[config.mk]
export PLATFORM = sky130hd
export DESIGN_NAME = bti_arb_flat
export DESIGN_NICKNAME = d
export VERILOG_FILES = /design/src/rtl/bti_pkg.sv /design/src/rtl/bti_arb_if.sv /design/src/rtl/bti_ost_fifo.sv /design/src/rtl/bti_arb.sv /design/src/flat_wrapper.sv
export SDC_FILE = /design/constraint.sdc
export NUM_CORES = 1
export LEC_CHECK = 0
export BUFFER_PORTS_ARGS = -buffer_cell sky130_fd_sc_hd__buf_2
export CORE_AREA = 2 2 119 121
export DETAILED_ROUTE_END_ITERATION = 10
export DIE_AREA = 0 0 121 123
export SLEW_MARGIN = 0
export SYNTH_ARGS = -nofsm -noshare
export SYNTH_HDL_FRONTEND = slang
export SYNTH_HIERARCHICAL = 1
export SYNTH_SLANG_ARGS = --single-unit
[constraint.sdc]
create_clock -name clk -period 3.1 [get_ports clk]
set_input_delay 0.465 -clock clk [delete_from_list [all_inputs] [get_ports clk]]
set_output_delay 0.465 -clock clk [all_outputs]
set_load 0.005 [all_outputs]
[src/rtl/bti_pkg.sv]
// ---------------------------------------------------------------------------
// bti_pkg
// Shared definitions for the BTI arbiter slice: the bus command encoding,
// the host-ID type carried in the outstanding-transaction FIFO, the arbiter
// grant-lock states and a small helper that names the opposite host.
// ---------------------------------------------------------------------------
package bti_pkg;

  typedef enum logic {
    BTI_READ  = 1'b0,
    BTI_WRITE = 1'b1
  } bti_cmd_e;

  typedef logic bti_host_id_t;

  localparam bti_host_id_t HOST0 = 1'b0;
  localparam bti_host_id_t HOST1 = 1'b1;

  // ARB_OPEN: free to arbitrate; ARB_LOCK_Hx: host x was shown to the guest
  // without being accepted, so it keeps the grant until its handshake.
  typedef enum logic [1:0] {
    ARB_OPEN    = 2'd0,
    ARB_LOCK_H0 = 2'd1,
    ARB_LOCK_H1 = 2'd2
  } arb_state_e;

  function automatic bti_host_id_t otherHost(input bti_host_id_t id);
    return ~id;
  endfunction

endpackage

[src/rtl/bti_arb_if.sv]
// ---------------------------------------------------------------------------
// bti_req_if_t / bti_rsp_if_t
// BTI request and response channels. Each transfers on a cycle where vld and
// rdy are both high.
//   request : vld, cmd, addr, wdata (master -> slave), rdy (slave -> master)
//   response: vld, rdata, ok        (master -> slave), rdy (slave -> master)
// ---------------------------------------------------------------------------
interface bti_req_if_t #(
  parameter int AW = 32,
  parameter int DW = 32
);
  import bti_pkg::*;

  logic          vld;
  logic          rdy;
  bti_cmd_e      cmd;
  logic [AW-1:0] addr;
  logic [DW-1:0] wdata;

  modport master (output vld, cmd, addr, wdata, input rdy);
  modport slave  (input vld, cmd, addr, wdata, output rdy);
endinterface

interface bti_rsp_if_t #(
  parameter int DW = 32
);
  logic          vld;
  logic          rdy;
  logic [DW-1:0] rdata;
  logic          ok;

  modport master (output vld, rdata, ok, input rdy);
  modport slave  (input vld, rdata, ok, output rdy);
endinterface

[src/rtl/bti_ost_fifo.sv]
// ---------------------------------------------------------------------------
// bti_ost_fifo
// Tracks which host owns each accepted-but-unanswered guest transaction, in
// acceptance order, so responses can be routed back.
//   clk, rst_n : clock, synchronous active-low reset (empties the FIFO)
//   push_i     : append data_i (ignored while full)
//   pop_i      : drop the head entry (ignored while empty)
//   full_o     : DEPTH entries held
//   empty_o    : no entries held
//   head_o     : host ID of the oldest outstanding transaction
// ---------------------------------------------------------------------------
module bti_ost_fifo
  import bti_pkg::*;
#(
  parameter int DEPTH = 2
) (
  input  logic         clk,
  input  logic         rst_n,
  input  logic         push_i,
  input  bti_host_id_t data_i,
  input  logic         pop_i,
  output logic         full_o,
  output logic         empty_o,
  output bti_host_id_t head_o
);

  localparam int PTRW = (DEPTH > 1) ? $clog2(DEPTH) : 1;
  localparam int CNTW = $clog2(DEPTH + 1);
  localparam logic [PTRW-1:0] LAST_PTR = PTRW'(DEPTH - 1);
  localparam logic [CNTW-1:0] FULL_CNT = CNTW'(DEPTH);

  bti_host_id_t    mem_q [DEPTH];
  logic [PTRW-1:0] wrPtr_q, wrPtr_d;
  logic [PTRW-1:0] rdPtr_q, rdPtr_d;
  logic [CNTW-1:0] count_q, count_d;
  logic            doPush;
  logic            doPop;

  // Pointers wrap explicitly so any power-of-two depth (including 1) works.
  function automatic logic [PTRW-1:0] nextPtr(input logic [PTRW-1:0] p);
    return (p == LAST_PTR) ? '0 : p + 1'b1;
  endfunction

  assign full_o  = (count_q == FULL_CNT);
  assign empty_o = (count_q == '0);
  assign head_o  = mem_q[rdPtr_q];
  assign doPush  = push_i & ~full_o;
  assign doPop   = pop_i & ~empty_o;

  // Advance pointers and occupancy; a simultaneous push and pop keeps the
  // count unchanged.
  always_comb begin
    wrPtr_d = wrPtr_q;
    rdPtr_d = rdPtr_q;
    count_d = count_q;
    if (doPush) wrPtr_d = nextPtr(wrPtr_q);
    if (doPop)  rdPtr_d = nextPtr(rdPtr_q);
    case ({doPush, doPop})
      2'b10:   count_d = count_q + 1'b1;
      2'b01:   count_d = count_q - 1'b1;
      default: count_d = count_q;
    endcase
  end

  // Occupancy state; reset discards every tracked ID.
  always_ff @(posedge clk) begin
    if (!rst_n) begin
      wrPtr_q <= '0;
      rdPtr_q <= '0;
      count_q <= '0;
    end else begin
      wrPtr_q <= wrPtr_d;
      rdPtr_q <= rdPtr_d;
      count_q <= count_d;
    end
  end

  // Entry storage needs no reset: it is only read while count is non-zero.
  always_ff @(posedge clk) begin
    if (doPush) mem_q[wrPtr_q] <= data_i;
  end

endmodule

[src/rtl/bti_arb.sv]
// ---------------------------------------------------------------------------
// bti_arb
// Two-host to one-guest BTI arbiter with round-robin grant, grant lock while
// a request waits for acceptance, and in-order response routing through an
// outstanding-ID FIFO.
//   clk, rst_n      : clock, synchronous active-low reset
//   h0_bti_req_slv  : host 0 request (preferred first after reset)
//   h0_bti_rsp_mst  : host 0 response
//   h1_bti_req_slv  : host 1 request
//   h1_bti_rsp_mst  : host 1 response
//   gst_bti_req_mst : shared guest request (0-cycle forward of the winner)
//   gst_bti_rsp_slv : shared guest response
//   err             : sticky; set by a guest response with nothing outstanding
// ---------------------------------------------------------------------------
module bti_arb
  import bti_pkg::*;
#(
  parameter int BTI_AW  = 32,
  parameter int BTI_DW  = 32,
  parameter int OST_NUM = 2
) (
  input  logic        clk,
  input  logic        rst_n,
  bti_req_if_t.slave  h0_bti_req_slv,
  bti_rsp_if_t.master h0_bti_rsp_mst,
  bti_req_if_t.slave  h1_bti_req_slv,
  bti_rsp_if_t.master h1_bti_rsp_mst,
  bti_req_if_t.master gst_bti_req_mst,
  bti_rsp_if_t.slave  gst_bti_rsp_slv,
  output logic        err
);

  arb_state_e          state_q, state_d;
  bti_host_id_t        rrPtr_q, rrPtr_d;
  logic                errFlag_q, errFlag_d;

  logic                h0Vld;
  logic                h1Vld;
  logic                grantValid;
  bti_host_id_t        grantHost;
  logic                gstVld;
  logic                reqAccept;
  logic [BTI_AW-1:0]   selAddr;
  logic [BTI_DW-1:0]   selWdata;

  logic                fifoFull;
  logic                fifoEmpty;
  bti_host_id_t        headHost;
  logic                trackEmpty;
  logic                gstRspRdy;
  logic                rspFire;
  logic                orphan;

  // Requests are invisible while reset is asserted, which forces every
  // handshake output low without depending on register state.
  assign h0Vld = rst_n & h0_bti_req_slv.vld;
  assign h1Vld = rst_n & h1_bti_req_slv.vld;

  // Grant lock, round-robin pointer and sticky error.
  always_ff @(posedge clk) begin
    if (!rst_n) begin
      state_q   <= ARB_OPEN;
      rrPtr_q   <= HOST0;
      errFlag_q <= 1'b0;
    end else begin
      state_q   <= state_d;
      rrPtr_q   <= rrPtr_d;
      errFlag_q <= errFlag_d;
    end
  end

  // An accepted request reopens arbitration and hands priority to the other
  // host; a shown-but-unaccepted request locks the grant to its host.
  always_comb begin
    state_d   = state_q;
    rrPtr_d   = rrPtr_q;
    errFlag_d = errFlag_q | orphan;
    if (reqAccept) begin
      state_d = ARB_OPEN;
      rrPtr_d = otherHost(grantHost);
    end else if (grantValid) begin
      state_d = (grantHost == HOST1) ? ARB_LOCK_H1 : ARB_LOCK_H0;
    end else begin
      state_d = ARB_OPEN;
    end
  end

  // Grant selection: the locked host if any, otherwise the pointer on a
  // conflict, otherwise whichever single host requests. grantValid is only
  // high when the selected host actually has vld asserted.
  always_comb begin
    grantValid = 1'b0;
    grantHost  = rrPtr_q;
    case (state_q)
      ARB_LOCK_H0: begin
        grantValid = h0Vld;
        grantHost  = HOST0;
      end
      ARB_LOCK_H1: begin
        grantValid = h1Vld;
        grantHost  = HOST1;
      end
      default: begin
        if (h0Vld && h1Vld) begin
          grantValid = 1'b1;
          grantHost  = rrPtr_q;
        end else if (h0Vld) begin
          grantValid = 1'b1;
          grantHost  = HOST0;
        end else if (h1Vld) begin
          grantValid = 1'b1;
          grantHost  = HOST1;
        end
      end
    endcase
  end

  // Full FIFO blocks requests regardless of a same-cycle pop, so there is
  // no combinational path from the response channel into the request side.
  assign gstVld    = grantValid & ~fifoFull;
  assign reqAccept = gstVld & gst_bti_req_mst.rdy;
  assign selAddr   = (grantHost == HOST1) ? h1_bti_req_slv.addr  : h0_bti_req_slv.addr;
  assign selWdata  = (grantHost == HOST1) ? h1_bti_req_slv.wdata : h0_bti_req_slv.wdata;

  assign gst_bti_req_mst.vld   = gstVld;
  assign gst_bti_req_mst.cmd   = (grantHost == HOST1) ? h1_bti_req_slv.cmd : h0_bti_req_slv.cmd;
  assign gst_bti_req_mst.addr  = selAddr;
  assign gst_bti_req_mst.wdata = selWdata;

  assign h0_bti_req_slv.rdy = gstVld & (grantHost == HOST0) & gst_bti_req_mst.rdy;
  assign h1_bti_req_slv.rdy = gstVld & (grantHost == HOST1) & gst_bti_req_mst.rdy;

  bti_ost_fifo #(
    .DEPTH (OST_NUM)
  ) u_ost_fifo (
    .clk     (clk),
    .rst_n   (rst_n),
    .push_i  (reqAccept),
    .data_i  (grantHost),
    .pop_i   (rspFire),
    .full_o  (fifoFull),
    .empty_o (fifoEmpty),
    .head_o  (headHost)
  );

  // During reset the FIFO is treated as empty so responses are swallowed
  // and no host sees a response.
  assign trackEmpty = fifoEmpty | ~rst_n;

  // Responses with no owner are accepted and dropped; otherwise the head
  // host's backpressure is returned to the guest.
  assign gstRspRdy = trackEmpty ? 1'b1
                   : ((headHost == HOST1) ? h1_bti_rsp_mst.rdy : h0_bti_rsp_mst.rdy);
  assign gst_bti_rsp_slv.rdy = gstRspRdy;

  assign rspFire = gst_bti_rsp_slv.vld & gstRspRdy & ~trackEmpty;
  assign orphan  = rst_n & gst_bti_rsp_slv.vld & fifoEmpty;

  assign h0_bti_rsp_mst.vld   = gst_bti_rsp_slv.vld & ~trackEmpty & (headHost == HOST0);
  assign h1_bti_rsp_mst.vld   = gst_bti_rsp_slv.vld & ~trackEmpty & (headHost == HOST1);
  assign h0_bti_rsp_mst.rdata = gst_bti_rsp_slv.rdata;
  assign h1_bti_rsp_mst.rdata = gst_bti_rsp_slv.rdata;
  assign h0_bti_rsp_mst.ok    = gst_bti_rsp_slv.ok;
  assign h1_bti_rsp_mst.ok    = gst_bti_rsp_slv.ok;

  assign err = errFlag_q & rst_n;

endmodule

[src/flat_wrapper.sv]
// flat-port wrapper written by rule: the top's interface ports become plain ports
module bti_arb_flat import bti_pkg::*;
#(
  parameter int BTI_AW  = 32,
  parameter int BTI_DW  = 32,
  parameter int OST_NUM = 2
)
  (clk, rst_n, err, h0_bti_req_slv_vld, h0_bti_req_slv_cmd, h0_bti_req_slv_addr, h0_bti_req_slv_wdata, h0_bti_req_slv_rdy, h0_bti_rsp_mst_vld, h0_bti_rsp_mst_rdata, h0_bti_rsp_mst_ok, h0_bti_rsp_mst_rdy, h1_bti_req_slv_vld, h1_bti_req_slv_cmd, h1_bti_req_slv_addr, h1_bti_req_slv_wdata, h1_bti_req_slv_rdy, h1_bti_rsp_mst_vld, h1_bti_rsp_mst_rdata, h1_bti_rsp_mst_ok, h1_bti_rsp_mst_rdy, gst_bti_req_mst_vld, gst_bti_req_mst_cmd, gst_bti_req_mst_addr, gst_bti_req_mst_wdata, gst_bti_req_mst_rdy, gst_bti_rsp_slv_vld, gst_bti_rsp_slv_rdata, gst_bti_rsp_slv_ok, gst_bti_rsp_slv_rdy);
  bti_req_if_t #(.AW((32)), .DW((32))) h0_bti_req_slv_i ();
  bti_rsp_if_t #(.DW((32))) h0_bti_rsp_mst_i ();
  bti_req_if_t #(.AW((32)), .DW((32))) h1_bti_req_slv_i ();
  bti_rsp_if_t #(.DW((32))) h1_bti_rsp_mst_i ();
  bti_req_if_t #(.AW((32)), .DW((32))) gst_bti_req_mst_i ();
  bti_rsp_if_t #(.DW((32))) gst_bti_rsp_slv_i ();
  input  logic clk;
  input  logic rst_n;
  output logic err;
  input wire logic [$bits(h0_bti_req_slv_i.vld)-1:0] h0_bti_req_slv_vld;
  input wire logic [$bits(h0_bti_req_slv_i.cmd)-1:0] h0_bti_req_slv_cmd;
  input wire logic [$bits(h0_bti_req_slv_i.addr)-1:0] h0_bti_req_slv_addr;
  input wire logic [$bits(h0_bti_req_slv_i.wdata)-1:0] h0_bti_req_slv_wdata;
  output wire logic [$bits(h0_bti_req_slv_i.rdy)-1:0] h0_bti_req_slv_rdy;
  output wire logic [$bits(h0_bti_rsp_mst_i.vld)-1:0] h0_bti_rsp_mst_vld;
  output wire logic [$bits(h0_bti_rsp_mst_i.rdata)-1:0] h0_bti_rsp_mst_rdata;
  output wire logic [$bits(h0_bti_rsp_mst_i.ok)-1:0] h0_bti_rsp_mst_ok;
  input wire logic [$bits(h0_bti_rsp_mst_i.rdy)-1:0] h0_bti_rsp_mst_rdy;
  input wire logic [$bits(h1_bti_req_slv_i.vld)-1:0] h1_bti_req_slv_vld;
  input wire logic [$bits(h1_bti_req_slv_i.cmd)-1:0] h1_bti_req_slv_cmd;
  input wire logic [$bits(h1_bti_req_slv_i.addr)-1:0] h1_bti_req_slv_addr;
  input wire logic [$bits(h1_bti_req_slv_i.wdata)-1:0] h1_bti_req_slv_wdata;
  output wire logic [$bits(h1_bti_req_slv_i.rdy)-1:0] h1_bti_req_slv_rdy;
  output wire logic [$bits(h1_bti_rsp_mst_i.vld)-1:0] h1_bti_rsp_mst_vld;
  output wire logic [$bits(h1_bti_rsp_mst_i.rdata)-1:0] h1_bti_rsp_mst_rdata;
  output wire logic [$bits(h1_bti_rsp_mst_i.ok)-1:0] h1_bti_rsp_mst_ok;
  input wire logic [$bits(h1_bti_rsp_mst_i.rdy)-1:0] h1_bti_rsp_mst_rdy;
  output wire logic [$bits(gst_bti_req_mst_i.vld)-1:0] gst_bti_req_mst_vld;
  output wire logic [$bits(gst_bti_req_mst_i.cmd)-1:0] gst_bti_req_mst_cmd;
  output wire logic [$bits(gst_bti_req_mst_i.addr)-1:0] gst_bti_req_mst_addr;
  output wire logic [$bits(gst_bti_req_mst_i.wdata)-1:0] gst_bti_req_mst_wdata;
  input wire logic [$bits(gst_bti_req_mst_i.rdy)-1:0] gst_bti_req_mst_rdy;
  input wire logic [$bits(gst_bti_rsp_slv_i.vld)-1:0] gst_bti_rsp_slv_vld;
  input wire logic [$bits(gst_bti_rsp_slv_i.rdata)-1:0] gst_bti_rsp_slv_rdata;
  input wire logic [$bits(gst_bti_rsp_slv_i.ok)-1:0] gst_bti_rsp_slv_ok;
  output wire logic [$bits(gst_bti_rsp_slv_i.rdy)-1:0] gst_bti_rsp_slv_rdy;
  assign h0_bti_req_slv_i.vld = h0_bti_req_slv_vld;
  assign h0_bti_req_slv_i.cmd = h0_bti_req_slv_cmd;
  assign h0_bti_req_slv_i.addr = h0_bti_req_slv_addr;
  assign h0_bti_req_slv_i.wdata = h0_bti_req_slv_wdata;
  assign h0_bti_req_slv_rdy = h0_bti_req_slv_i.rdy;
  assign h0_bti_rsp_mst_vld = h0_bti_rsp_mst_i.vld;
  assign h0_bti_rsp_mst_rdata = h0_bti_rsp_mst_i.rdata;
  assign h0_bti_rsp_mst_ok = h0_bti_rsp_mst_i.ok;
  assign h0_bti_rsp_mst_i.rdy = h0_bti_rsp_mst_rdy;
  assign h1_bti_req_slv_i.vld = h1_bti_req_slv_vld;
  assign h1_bti_req_slv_i.cmd = h1_bti_req_slv_cmd;
  assign h1_bti_req_slv_i.addr = h1_bti_req_slv_addr;
  assign h1_bti_req_slv_i.wdata = h1_bti_req_slv_wdata;
  assign h1_bti_req_slv_rdy = h1_bti_req_slv_i.rdy;
  assign h1_bti_rsp_mst_vld = h1_bti_rsp_mst_i.vld;
  assign h1_bti_rsp_mst_rdata = h1_bti_rsp_mst_i.rdata;
  assign h1_bti_rsp_mst_ok = h1_bti_rsp_mst_i.ok;
  assign h1_bti_rsp_mst_i.rdy = h1_bti_rsp_mst_rdy;
  assign gst_bti_req_mst_vld = gst_bti_req_mst_i.vld;
  assign gst_bti_req_mst_cmd = gst_bti_req_mst_i.cmd;
  assign gst_bti_req_mst_addr = gst_bti_req_mst_i.addr;
  assign gst_bti_req_mst_wdata = gst_bti_req_mst_i.wdata;
  assign gst_bti_req_mst_i.rdy = gst_bti_req_mst_rdy;
  assign gst_bti_rsp_slv_i.vld = gst_bti_rsp_slv_vld;
  assign gst_bti_rsp_slv_i.rdata = gst_bti_rsp_slv_rdata;
  assign gst_bti_rsp_slv_i.ok = gst_bti_rsp_slv_ok;
  assign gst_bti_rsp_slv_rdy = gst_bti_rsp_slv_i.rdy;
  bti_arb #(.BTI_AW(BTI_AW), .BTI_DW(BTI_DW), .OST_NUM(OST_NUM)) u_core (.clk(clk), .rst_n(rst_n), .h0_bti_req_slv(h0_bti_req_slv_i), .h0_bti_rsp_mst(h0_bti_rsp_mst_i), .h1_bti_req_slv(h1_bti_req_slv_i), .h1_bti_rsp_mst(h1_bti_rsp_mst_i), .gst_bti_req_mst(gst_bti_req_mst_i), .gst_bti_rsp_slv(gst_bti_rsp_slv_i), .err(err));
endmodule
==> flow_summary.json <==
{
  "outcome": "complete, no violations",
  "io_pins": 309,
  "antenna_cells": 0,
  "fp.dieH_um": 123,
  "clkLatencyLatePin_ns": 0.24,
  "cts_tree": "done",
  "io_buffers": 209,
  "whs_ns": 0.4830,
  "synth_flop_cell": "dfxtp_1",
  "finalHoldViolations": 0,
  "pwr-share-comb": 0.554,
  "drtIter0Drc": 64,
  "rsz0062_at_grt": "false",
  "period_minus_slack_ns": 2.756,
  "gp_congestion": 0.8195,
  "die_area_mm2": 0.01488,
  "seq_power_share": 0.184,
  "internal_power_uw": 631.0,
  "grt_pass1_vias": 1844,
  "wl_um": 6609,
  "cp.arrival_ns": 2.29,
  "max_freq_mhz": 362.9,
  "grt_antenna_before_repair": 0,
  "max_stage_delay_ns": 0.37,
  "min_path_type": "reg2reg",
  "syn_avg_cell_area_um2": 9.265,
  "initial_core_util": 0.1395,
  "via_count": 1900,
  "clkSinkCount": 11,
  "required_ns": 2.63,
  "syn_inst": 205,
  "syn-cell-area_mm2": 0.001899,
  "leakagePower_uw": 0.001408,
  "crit_type": "reg2out",
  "power_switching_uw": 270.7,
  "ctsResizeCount": 0,
  "peakVddDrop_mv": 0.1425,
  "max_slew.worst_pin.slew_ns": 0.3675,
  "viasPerCell": 3.598,
  "core_mm2": 0.01361,
  "tns_ns": 0,
  "clockPowerShare": 0.262,
  "clock_skew_ns": 0.003166,
  "overflow": 0,
  "start_kind": "flop",
  "min_period_over_period": 0.8890,
  "cts-root-buf": "clkbuf_16",
  "p_per_area_mw_per_mm2": 328.3,
  "drtPass1Iterations": 4,
  "drcViolationCount": 0,
  "synth-async-reset-ratio": 0,
  "cp_slowest_cell": "mux2_2",
  "cts_setup_buffers": 0,
  "wl_per_cell_um": 12.52,
  "cts_buffers": 3,
  "ctsLongestPathBuffers": 2,
  "max_slew_margin": 0.7548,
  "antenna_left": 0,
  "setup_viol": 0,
  "end_kind": "output pin",
  "area_growth_pct": 44.60,
  "dp_hpwl_um": 5774,
  "cts_hold_buf": 0,
  "yosysSeqAreaShare": 0.1265,
  "yosys_warnings": 6,
  "final_max_slew_viol_count": 0,
  "crit_chain": "inv_1 > ha_1 > nand2b_1 > nand2_4 > buf_12 > mux2_2 > buf_2",
  "crit_fanout": 33,
  "clk_pin_slew_worst_paths_ns": 0.04,
  "htreeDepth": 1,
  "netlist-cell-type-count": 32,
  "grt_usage": 0.07962,
  "swShare": 0.3002,
  "synth_seq_cells": 11,
  "crit_buf_inv": 3,
  "grt_max_degree": 34,
  "die_w_um": 121,
  "grt_pass1_wl_um": 9163,
  "synth_edf_count": 2,
  "cap_violations": 0,
  "final_layout_size_suffix_gt1_frac": 0.8218,
  "finish.net_count": 523,
  "row_count": 43,
  "cpLargestDelayFamily": "simple AND/OR/NAND/NOR gates",
  "syn_nets": 379
}
-- worst paths after layout --
path | slack [ns] | end | depth (start not counted) | start
setup / recovery | 0.34 | gst_bti_req_mst_wdata[0] | 7 | u_core/state_q[0]
hold / removal | 0.48 | u_core/errFlag_q | 2 | u_core/errFlag_q
setup reg to reg | 0.73 | u_core/u_ost_fifo/count_q[1] | 10 | u_core/state_q[0]
hold reg to reg | 0.48 | u_core/errFlag_q | 2 | u_core/errFlag_q
-- cell usage in the layout, fill, tap and decap left out --
cell       synthesis  final
o21a_1             1      1
o221ai_2           1      1
buf_2              5    209
nand2b_1           1      1
xnor2_1            3      3
mux2i_1            1      1
o211a_1            2      2
nand2b_2           1      1
a21boi_0           1      1
or2_2              1      1
nor2_1             6      6
nand2_4            0      1
mux2_2            60     60
nor2b_1            6      6
and3_1             2      2
or3_1              2      2
nor3_1             1      1
o21bai_1           1      1
edfxtp_1           2      2
o21ai_0            2      2
ha_1               3      3
a21boi_1           2      2
a21oi_1            3      3
inv_2              1      1
buf_4             66      2
clkbuf_16          0      3
clkbuf_1           0      1
mux2_4             6      6
nand2_1            5      5
a211oi_1           1      1
and2_1             2      2
buf_12             0      1
dfxtp_1            9      9
inv_1              5      5
-- Yosys cell counts (2+ instances only) --
| cell | number | area [um^2] |
|---|---|---|
| a21boi_1 | 2 | 15.01 |
| a21oi_1 | 3 | 15.01 |
| and2_1 | 2 | 12.51 |
| and3_1 | 2 | 12.51 |
| buf_2 | 5 | 25.02 |
| buf_4 | 66 | 495.5 |
| buf_6 | 2 | 22.52 |
| dfxtp_1 | 9 | 180.2 |
| edfxtp_1 | 2 | 60.06 |
| ha_1 | 3 | 37.54 |
| inv_1 | 5 | 18.77 |
| mux2_2 | 60 | 675.7 |
| mux2_4 | 6 | 90.09 |
| nand2_1 | 5 | 18.77 |
| nor2_1 | 6 | 22.52 |
| nor2b_1 | 6 | 37.54 |
| o211a_1 | 2 | 20.02 |
| o21ai_0 | 2 | 10.01 |
| or3_1 | 2 | 12.51 |
| xnor2_1 | 3 | 26.28 |
-- tightest hold or removal path, stage by stage (launching register included) --
cell     delay [ns]
dfxtp_1        0.32
a21oi_1        0.04
nor2b_1        0.09
-- through the flow --
stage / cells / setup WS, ns / power [uW] / instance area [um^2] / utilization
after floorplan: 205 / 0.9073 / 510.6 / 1899 / -
after global placement: 524 / 0.4994 / 670.7 / 2668 / 0.1960
after detailed placement: 524 / 0.4878 / 672.0 / 2668 / 0.1960
after CTS: 528 / 0.3168 / 916.8 / 2746 / 0.2018
after global routing: 528 / 0.2059 / 963.3 / 2746 / 0.2018
final: 528 / 0.3441 / 901.6 / 2746 / 0.2018
-- routing by layer --
| layer | vias up | global-route usage | wire, um |
|---|---|---|---|
| met5 | - | 0 | 0 |
| met1 | 801 | 0.09159 | 2585 |
| li1 | 921 | - | - |
| met2 | 172 | 0.1362 | 3095 |
| met3 | 6 | 0.03367 | 814 |
| met4 | 0 | 0.02035 | 114 |
-- area by class of cell --
type	count	area, um^2
fillers	1495	10870
inverters	6	22.52
clock buffers	4	78.83
well taps	180	225.2
repair buffers	212	1081
flip-flops and latches	11	240.2
multi-input cells	115	1099
-- cell families after synthesis --
logic type	after synthesis	synth area share
simple gates	28	0.07840
mux	67	0.4084
buf+inv	79	0.2978
compound gates	14	0.05534
fa+ha+maj	3	0.01976
flops	11	0.1265
xor+xnor	3	0.01384
-- flip-flops by register name (all words and copies together) (netlist names), named ones only --
name / flops
u_core/state_q: 2
u_core/u_ost_fifo/count_q: 2
u_core/u_ost_fifo/mem_q: 2
u_core/errFlag_q: 1
u_core/rrPtr_q: 1
u_core/u_ost_fifo/rdPtr_q: 1
u_core/u_ost_fifo/wrPtr_q: 1
-- power by group through the flow --
| stage | Sequential (uW) | Combinational (uW) | Clock, uW |
|---|---|---|---|
| 2_1_floorplan | 166 | 344 | 0 |
| 3_3_place_gp | 168 | 503 | 0 |
| 3_5_place_dp | 168 | 504 | 0 |
| 4_1_cts | 166 | 507 | 244 |
| 5_1_grt | 167 | 550 | 247 |
| 6_report | 166 | 500 | 236 |
(Power assumes the default switching activity.)
